--- config.mk ---
export PLATFORM = sky130hd
export DESIGN_NAME = dir_validator
export DESIGN_NICKNAME = d
export VERILOG_FILES = /design/src/rtl/othello_pkg.sv /design/src/rtl/dir_validator.sv
export SDC_FILE = /design/constraint.sdc
export NUM_CORES = 1
export LEC_CHECK = 0
export ABC_AREA = 0
export BUFFER_PORTS_ARGS = -buffer_cell sky130_fd_sc_hd__buf_2
export CORE_UTILIZATION = 55
export CTS_BUF_LIST = sky130_fd_sc_hd__clkbuf_4 sky130_fd_sc_hd__clkbuf_8 sky130_fd_sc_hd__clkbuf_16
export DETAILED_ROUTE_END_ITERATION = 6
export PLACE_DENSITY_LB_ADDON = 0.12
export RECOVER_POWER = 25
export SKIP_LAST_GASP = 1
export SYNTH_ARGS = -nofsm -noshare
export SYNTH_HDL_FRONTEND = slang
export SYNTH_SLANG_ARGS = --single-unit
--- constraint.sdc ---
create_clock -name clock -period 3.23 [get_ports clock]
set_input_delay 0 -clock clock [delete_from_list [all_inputs] [get_ports clock]]
set_output_delay 0 -clock clock [all_outputs]
set_load 0.01 [all_outputs]
--- src/rtl/othello_pkg.sv ---
// Shared Othello move-pipeline definitions: cell codes, board geometry,
// step constants and the direction-validator state encoding.
package othello_pkg;

  localparam logic [1:0] CELL_EMPTY  = 2'b00;
  localparam logic [1:0] CELL_BLACK  = 2'b01;
  localparam logic [1:0] CELL_WHITE  = 2'b10;
  localparam logic [1:0] CELL_BORDER = 2'b11;

  localparam int BOARD_W     = 10;
  localparam int BOARD_CELLS = BOARD_W * BOARD_W;
  localparam int ADDR_W      = 7;

  localparam logic signed [4:0] STEP_U = -5'sd10;
  localparam logic signed [4:0] STEP_D =  5'sd10;
  localparam logic signed [4:0] STEP_L = -5'sd1;
  localparam logic signed [4:0] STEP_R =  5'sd1;

  typedef enum logic [2:0] {
    ST_IDLE,
    ST_READ,
    ST_EVAL,
    ST_FLIP,
    ST_DONE
  } dv_state_e;

endpackage

--- src/rtl/dir_validator.sv ---
// Walks one direction from a candidate square and reports whether it encloses
// opponent discs. Define DIR_VALIDATOR_FLIP_EN to build the run-flipping write-back.
module dir_validator #(
  parameter int ADDR_W      = othello_pkg::ADDR_W,
  parameter int BOARD_CELLS = othello_pkg::BOARD_CELLS,
  parameter int MAX_RUN     = 6
) (
  input  logic              clock,
  input  logic              reset,
  input  logic              ld,
  input  logic              enable,
  input  logic [4:0]        step_in,
  input  logic [ADDR_W-1:0] e_addr_in,
  input  logic [1:0]        player_in,
  input  logic              flip_in,
  output logic [ADDR_W-1:0] mem_addr_o,
  input  logic [1:0]        mem_rd_data_i,
  output logic              mem_wr_en_o,
  output logic [1:0]        mem_wr_data_o,
  output logic              busy_o,
  output logic              s_done_o,
  output logic              dir_status_o
);
  import othello_pkg::*;

  localparam int RUN_W = $clog2(MAX_RUN + 1);

  dv_state_e         state_q;
  logic [ADDR_W-1:0] cur_q, org_q, addr_q;
  logic [4:0]        step_q;
  logic [1:0]        player_q, wr_data_q;
  logic              busy_q, done_q, status_q, wr_en_q;
  logic [RUN_W-1:0]  run_q;

  logic [4:0]        step_eff;
  logic [ADDR_W-1:0] org_eff, start_addr, step_x, fwd_addr;
  logic [1:0]        opp;
  logic              player_ok;

`ifdef DIR_VALIDATOR_FLIP_EN
  logic              flip_q;
  logic [ADDR_W-1:0] back_addr;
`else
  logic              unused_flip;
  assign unused_flip = flip_in;
`endif

  // A load in the same cycle as enable must steer the very first address.
  always_comb begin
    step_eff   = ld ? step_in : step_q;
    org_eff    = ld ? e_addr_in : org_q;
    start_addr = org_eff + {{(ADDR_W-5){step_eff[4]}}, step_eff};
    step_x     = {{(ADDR_W-5){step_q[4]}}, step_q};
    fwd_addr   = cur_q + step_x;
`ifdef DIR_VALIDATOR_FLIP_EN
    back_addr  = cur_q - step_x;
`endif
    opp        = player_q ^ CELL_BORDER;
    player_ok  = (player_q == CELL_BLACK) || (player_q == CELL_WHITE);
  end

  always_ff @(posedge clock) begin
    if (!reset) begin
      state_q   <= ST_IDLE;
      cur_q     <= '0;
      org_q     <= '0;
      addr_q    <= '0;
      step_q    <= '0;
      player_q  <= CELL_EMPTY;
      wr_data_q <= CELL_EMPTY;
      busy_q    <= 1'b0;
      done_q    <= 1'b0;
      status_q  <= 1'b0;
      wr_en_q   <= 1'b0;
      run_q     <= '0;
`ifdef DIR_VALIDATOR_FLIP_EN
      flip_q    <= 1'b0;
`endif
    end else begin
      case (state_q)
        ST_IDLE: begin
          if (ld) begin
            step_q   <= step_in;
            org_q    <= e_addr_in;
            player_q <= player_in;
`ifdef DIR_VALIDATOR_FLIP_EN
            flip_q   <= flip_in;
`endif
          end
          if (enable) begin
            cur_q    <= start_addr;
            run_q    <= '0;
            busy_q   <= 1'b1;
            status_q <= 1'b0;
            state_q  <= ST_READ;
            if (int'(start_addr) < BOARD_CELLS) addr_q <= start_addr;
          end
        end
        ST_READ: begin
          // Off-board addresses are treated as border without touching the RAM.
          if (int'(cur_q) >= BOARD_CELLS) begin
            done_q   <= 1'b1;
            status_q <= 1'b0;
            state_q  <= ST_DONE;
          end else begin
            state_q  <= ST_EVAL;
          end
        end
        ST_EVAL: begin
          if (mem_rd_data_i == opp && int'(run_q) < MAX_RUN) begin
            run_q   <= run_q + 1'b1;
            cur_q   <= fwd_addr;
            state_q <= ST_READ;
            if (int'(fwd_addr) < BOARD_CELLS) addr_q <= fwd_addr;
          end else if (mem_rd_data_i == player_q && run_q != '0 && player_ok) begin
`ifdef DIR_VALIDATOR_FLIP_EN
            if (flip_q) begin
              cur_q     <= back_addr;
              addr_q    <= back_addr;
              wr_en_q   <= 1'b1;
              wr_data_q <= player_q;
              state_q   <= ST_FLIP;
            end else begin
              done_q    <= 1'b1;
              status_q  <= 1'b1;
              state_q   <= ST_DONE;
            end
`else
            done_q   <= 1'b1;
            status_q <= 1'b1;
            state_q  <= ST_DONE;
`endif
          end else begin
            done_q   <= 1'b1;
            status_q <= 1'b0;
            state_q  <= ST_DONE;
          end
        end
`ifdef DIR_VALIDATOR_FLIP_EN
        ST_FLIP: begin
          if (run_q == RUN_W'(1)) begin
            wr_en_q   <= 1'b0;
            wr_data_q <= CELL_EMPTY;
            done_q    <= 1'b1;
            status_q  <= 1'b1;
            state_q   <= ST_DONE;
          end else begin
            run_q  <= run_q - 1'b1;
            cur_q  <= back_addr;
            addr_q <= back_addr;
          end
        end
`endif
        ST_DONE: begin
          done_q  <= 1'b0;
          busy_q  <= 1'b0;
          state_q <= ST_IDLE;
        end
        default: state_q <= ST_IDLE;
      endcase
    end
  end

  assign mem_addr_o    = addr_q;
  assign mem_wr_en_o   = wr_en_q;
  assign mem_wr_data_o = wr_data_q;
  assign busy_o        = busy_q;
  assign s_done_o      = done_q;
  assign dir_status_o  = status_q;

endmodule

==> After elaboration in Yosys (flattened, before gate mapping) <==
Index checks and enable logic that the tools add are counted.
{ "totals": {"register_bits": 37, "input_bits": 21, "out_inout_bits": 13, "elab_cells": 74} }
{ "op_classes": {"addsub": 3, "magnitude_cmp": 4, "eq_ne": 13, "mux": 27, "n_bitwise": 1, "n_reduce_logical": 16} }
{ "op_table": {"columns": ["operator", "n"], "rows": [
  ["2-to-1 mux 7 bit", 7],
  ["one-hot mux 7 bit (2 select lines)", 2],
  ["2-to-1 mux 3 bit", 5],
  ["adder 7 bit", 2],
  ["< comparator 7 bit, second input constant", 2],
  ["inequality test 2 bit, second input constant", 6],
  ["one-hot mux 3 bit (3 select lines)", 1],
  ["nonzero test 3 bit", 3],
  [">= comparator 7 bit, second input constant", 1],
  ["2-to-1 mux 1 bit", 7],
  ["one-hot mux 1 bit (3 select lines)", 2],
  ["one-hot mux 3 bit (2 select lines)", 1],
  ["AND reduction 3 bit", 2],
  ["2-to-1 mux 5 bit", 1],
  ["AND reduction 5 bit", 1],
  ["equality test 2 bit", 2],
  ["AND reduction 2 bit", 2],
  ["AND reduction 4 bit", 1],
  ["nonzero test 2 bit", 2],
  ["adder 3 x 1 -> 3 bit, second input constant", 1],
  ["equality test 3 x 1 -> 1 bit, second input constant", 1],
  ["equality test 3 x 2 -> 1 bit, second input constant", 1],
  ["equality test 3 bit, second input constant", 1],
  ["logical AND 1 bit", 3],
  ["7 further kinds", 7]
]} }

==> Logic depth before layout (Yosys ltp) <==
{ "depth": {"ltp_word": 6, "depth_mapped": 12, "ltp_nobuf": 10} }

==> Worst setup path before layout <==
Ideal clock, no wire load.
{ "synth_path": {"kind": "input-to-reg", "start": "input ld", "end": "register addr_q[6], in the netlist mem_addr_o[6]", "setup_ps": 116, "arrival_ps": 2689, "t_required_ps": 3114, "slack_ps": 425, "path_stages": 12, "path_buffers": 2, "path_cell_list": "buf_2 -> buf_1 -> mux2_2 -> ha_1 -> fa_1 -> a211oi_2 -> o21bai_1 -> a21oi_2 -> xnor2_1 -> o31ai_2 -> nor2_2 -> o211a_1"} }
{ "synth_via": {"elab_chain_len": 5, "elab_cells_between_ends": 9, "classes_between": "1 x add/sub; 1 x order compare; 1 x eq/ne; 5 x mux; 1 x reduce/logical"} }
{ "synth_lines": {"columns": ["element", "line_no", "rtl"], "rows": [
  ["start, declared", "dir_validator.sv:10", "input logic ld,"],
  ["2-to-1 mux 7 bit (*)", null, null],
  ["via org_eff[0]", "dir_validator.sv:36", "logic [ADDR_W-1:0] org_eff, start_addr, step_x, fwd_addr;"],
  ["adder 7 bit (*)", "dir_validator.sv:52", "start_addr = org_eff + {{(ADDR_W-5){step_eff[4]}}, step_eff};"],
  ["< comparator 7 bit or 2-to-1 mux 7 bit (tied branches)", "dir_validator.sv:96", "if (int'(start_addr) < BOARD_CELLS) addr_q <= start_addr;"],
  ["inequality test 2 bit (no line) or 2-to-1 mux 7 bit (tied branches)", null, null],
  ["AND reduction 5 bit (no line) or one-hot mux 7 bit (2 select lines) (tied branches)", null, null],
  ["end, declared", "dir_validator.sv:29", "logic [ADDR_W-1:0] cur_q, org_q, addr_q;"]
]} }
The timed path passes the listed nets; every way through them passes the cells marked *. The select of a mux whose other input is x is not followed.
A chain may end at the register's enable or synchronous reset.

==> Worst setup path in the final report <==
{ "layout_path": {"start": "register step_q[0]", "end": "register addr_q[6], in the netlist mem_addr_o[6]"} }
{ "layout_via": {"elab_chain_len": 5, "elab_cells_between_ends": 13, "classes_between": "2 x add/sub; 2 x order compare; 2 x eq/ne; 6 x mux; 1 x reduce/logical"} }
{ "layout_lines": {"columns": ["element", "line_no", "rtl"], "rows": [
  ["start, declared", "dir_validator.sv:30", "logic [4:0] step_q;"],
  ["start signal, assigned", "dir_validator.sv:83", "step_q <= step_in;"],
  ["2-to-1 mux 5 bit (*)", null, null],
  ["via step_eff[0]", "dir_validator.sv:35", "logic [4:0] step_eff;"],
  ["adder 7 bit (*)", "dir_validator.sv:52", null],
  ["< comparator 7 bit or 2-to-1 mux 7 bit (tied branches)", "dir_validator.sv:96", null],
  ["inequality test 2 bit (no line) or 2-to-1 mux 7 bit (tied branches)", null, null],
  ["AND reduction 5 bit (no line) or one-hot mux 7 bit (2 select lines) (tied branches)", null, null]
]} }
Marks and branches as above.

==> metrics <==
status completed; Post-Syn Instances 255; critical path type register to register; CP delay by family, top compound AO/OA/AOI/OAI gates; CTS tree built; Final period util 0.847; clk sinks 37; top-count cell post-synth dfxtp_1; setup_tns 0 ns; max_slew headroom 0.373; M1 wire length 2250 um; Post-synth EDFFs 0; Crit. Startpoint step_q[0]; hold-fix buffers at CTS 5; Sw Ratio 0.344; Layout Utilization 0.645; Seq pwr share 0.432; leading area contributor after synthesis dfxtp_1; post-DP HPWL 3360 um; Overall Global Routing Usage 0.235; Core ar. 4000 um2; Remaining DRCs 0; metal2 WL 2060 um; die area 4430 um2; post-CTS sizing 0; CP peak stage delay 0.44 ns; Slew @ Worst Pin 0.940 ns; vias in the first global route 1,770; Power Dens Cells 481 nW/um2; CTS H-tree lvls 2; number of post-CTS setup repair buffers 0; leakage 1.16 nW; Initial Util 0.574; top cells by area, synth dfxtp_1, ha_1, mux2i_1; synthesized area per cell 9.00 um2; final slew viol count 0; CP max stage cell o31ai_2; CTS buffer count 5; NetSw 426 uW; Detailed Routing Iterations Pass 1 4; hold path startpoint step_in[0]; Peak Freq 365 MHz; Setup Viol. Count Final 0; first-pass GRT wire length 7850 um; DR top layer met4; synthesized cell area 2290 um2; leading register cell type out of synthesis dfxtp_1; CP Capture Type register; Die Y 66.6 um; synthesis-to-layout area growth 12.5%; r2r startpoint step_q[0]; Post-synth top cells dfxtp_1, nor2_1, a21oi_1; DR iter-0 viols 121; antenna violations before repair 0; Met3 Wirelength 137 um; CTS clk-pin slew, worst paths 0.08 ns; layout cells sized above 1 0.191; GRT overflow 0; Final min period 2.74 ns; Max Cap Violations 0; buffers plus inverters on the worst setup path 0; n_diodes 0; worst-case clock buffer depth 2; drt wl/cell 13.4 um; Clock Power Share 0.263; Skew-Pair Late Insertion Delay 0.30 ns; Required @ worst endpoint 3.43 ns; Peak VDD IR 279 uV; ys async rst share 0; WL final 4510 um; clock skew 0.00818 ns; PortBufs 29; total number of vias 1,874; Routed Antenna Nets 0; share of the synthesized area in the top cell type 0.323; internal cell power 815 uW; sequential share of the synthesized area 0.323; RSZ-0062 raised after global routing no; CP startpoint kind register; DR vias/cell 5.54; Combinational Power Share 0.305; worst hold path type input pin to register; fin nets 324; critical path arrival 2.93 ns; #FFs+latches synth 37; crit-path max FO 5; gpl congestion 0.832; count of different cell masters after synthesis 51; # IOs 34; Synth warnings 0; CTS Root Cell clkbuf_8; largest net degree at the start of global routing 30; critical-path cell list mux2_2 -> ha_1 -> fa_1 -> a211oi_2 -> nor2_1 -> xor2_1 -> o31ai_1 -> o31ai_2 -> nor2_2 -> o211a_1; final hold viol count 0; die width 66.6 um; FP Rows 23
[power groups by stage]
| stage | clock network, mW | logic (mW) | registers (mW) |
|---|---|---|---|
| 2_1_floorplan | 0 | 0.291 | 0.541 |
| 3_3_place_gp | 0 | 0.371 | 0.544 |
| 4_1_cts | 0.333 | 0.384 | 0.536 |
| 5_1_grt | 0.351 | 0.426 | 0.543 |
| 6_report | 0.327 | 0.378 | 0.536 |
| 3_5_place_dp | 0 | 0.376 | 0.546 |
[cells by family after synthesis]
family / count (synthesis) / share of synthesized area
flip-flops: 37 / 0.323
other: 1 / 0.00163
buffers and inverters: 22 / 0.0458
XOR/XNOR: 15 / 0.0573
AO/OA/AOI/OAI: 60 / 0.183
multiplexers: 31 / 0.143
adder cells (fa/ha/maj): 16 / 0.0938
AND/OR/NAND/NOR: 73 / 0.153
[worst register-to-register path, cell delays in order (launching register included)]
cell	delay [ns]
dfxtp_1	0.33
mux2_2	0.28
ha_1	0.23
fa_1	0.42
a211oi_2	0.23
nor2_1	0.08
xor2_1	0.18
o31ai_1	0.12
o31ai_2	0.44
nor2_2	0.12
o211a_1	0.22
[final timing paths]
kind                   endpoint  slack [ns]  cells after the start
setup / recovery  mem_addr_o[6]        0.49                     10
setup reg to reg  mem_addr_o[6]        0.49                     10
hold reg to reg    dir_status_o        0.46                      2
hold / removal        step_q[0]        0.09                      4
[registers in the layout, summed over array words and instances (netlist names)]
signal	count
cur_q	7
mem_addr_o	7
org_q	7
step_q	5
run_q	3
state_q	3
player_q	2
busy_o	1
dir_status_o	1
s_done_o	1
[final cells by class]
cell class	instances	area, um2
clock buffers	5	68.8
clock inverters	3	17.5
fillers	370	1420
inverters	8	30.0
multi-input cells	198	1460
flip-flops and latches	37	741
well taps	50	62.6
repair buffers	37	205
[placed cells by master (no fill, tap or decap), types with 5 or more instances in the layout]
cell and n:
xnor2_1 7, nand2_1 16, mux2_2 14, xor2_1 8, nand3_1 6, dlygate4sd3_1 5
buf_2 19, clkbuf_8 5, dfxtp_1 37, inv_1 8, mux2i_1 17, nor2_1 33
ha_1 14, a21oi_1 24, clkbuf_1 10, o21ai_0 6
[stage by stage]
| stage | total power, mW | instances | hold slack (ns) | worst slack [ns] | cell area, um2 |
|---|---|---|---|---|---|
| 6_report | 1.24 | 338 | 0.0934 | 0.493 | 2580 |
| 5_1_grt | 1.32 | 338 | 0.121 | 0.294 | 2580 |
| 3_3_place_gp | 0.915 | 325 | 0.259 | 0.529 | 2460 |
| 4_1_cts | 1.25 | 338 | 0.0889 | 0.469 | 2590 |
| 2_1_floorplan | 0.832 | 257 | 0.0981 | 0.425 | 2300 |
| 3_5_place_dp | 0.922 | 325 | 0.262 | 0.489 | 2460 |
[routing by layer]
layer,vias up,global-route usage
met2,34,0.400
li1,973,-
met3,7,0.0582
met5,-,0
met1,860,0.286
met4,0,0.0718
Note: power is estimated with default switching activity, not from simulation.
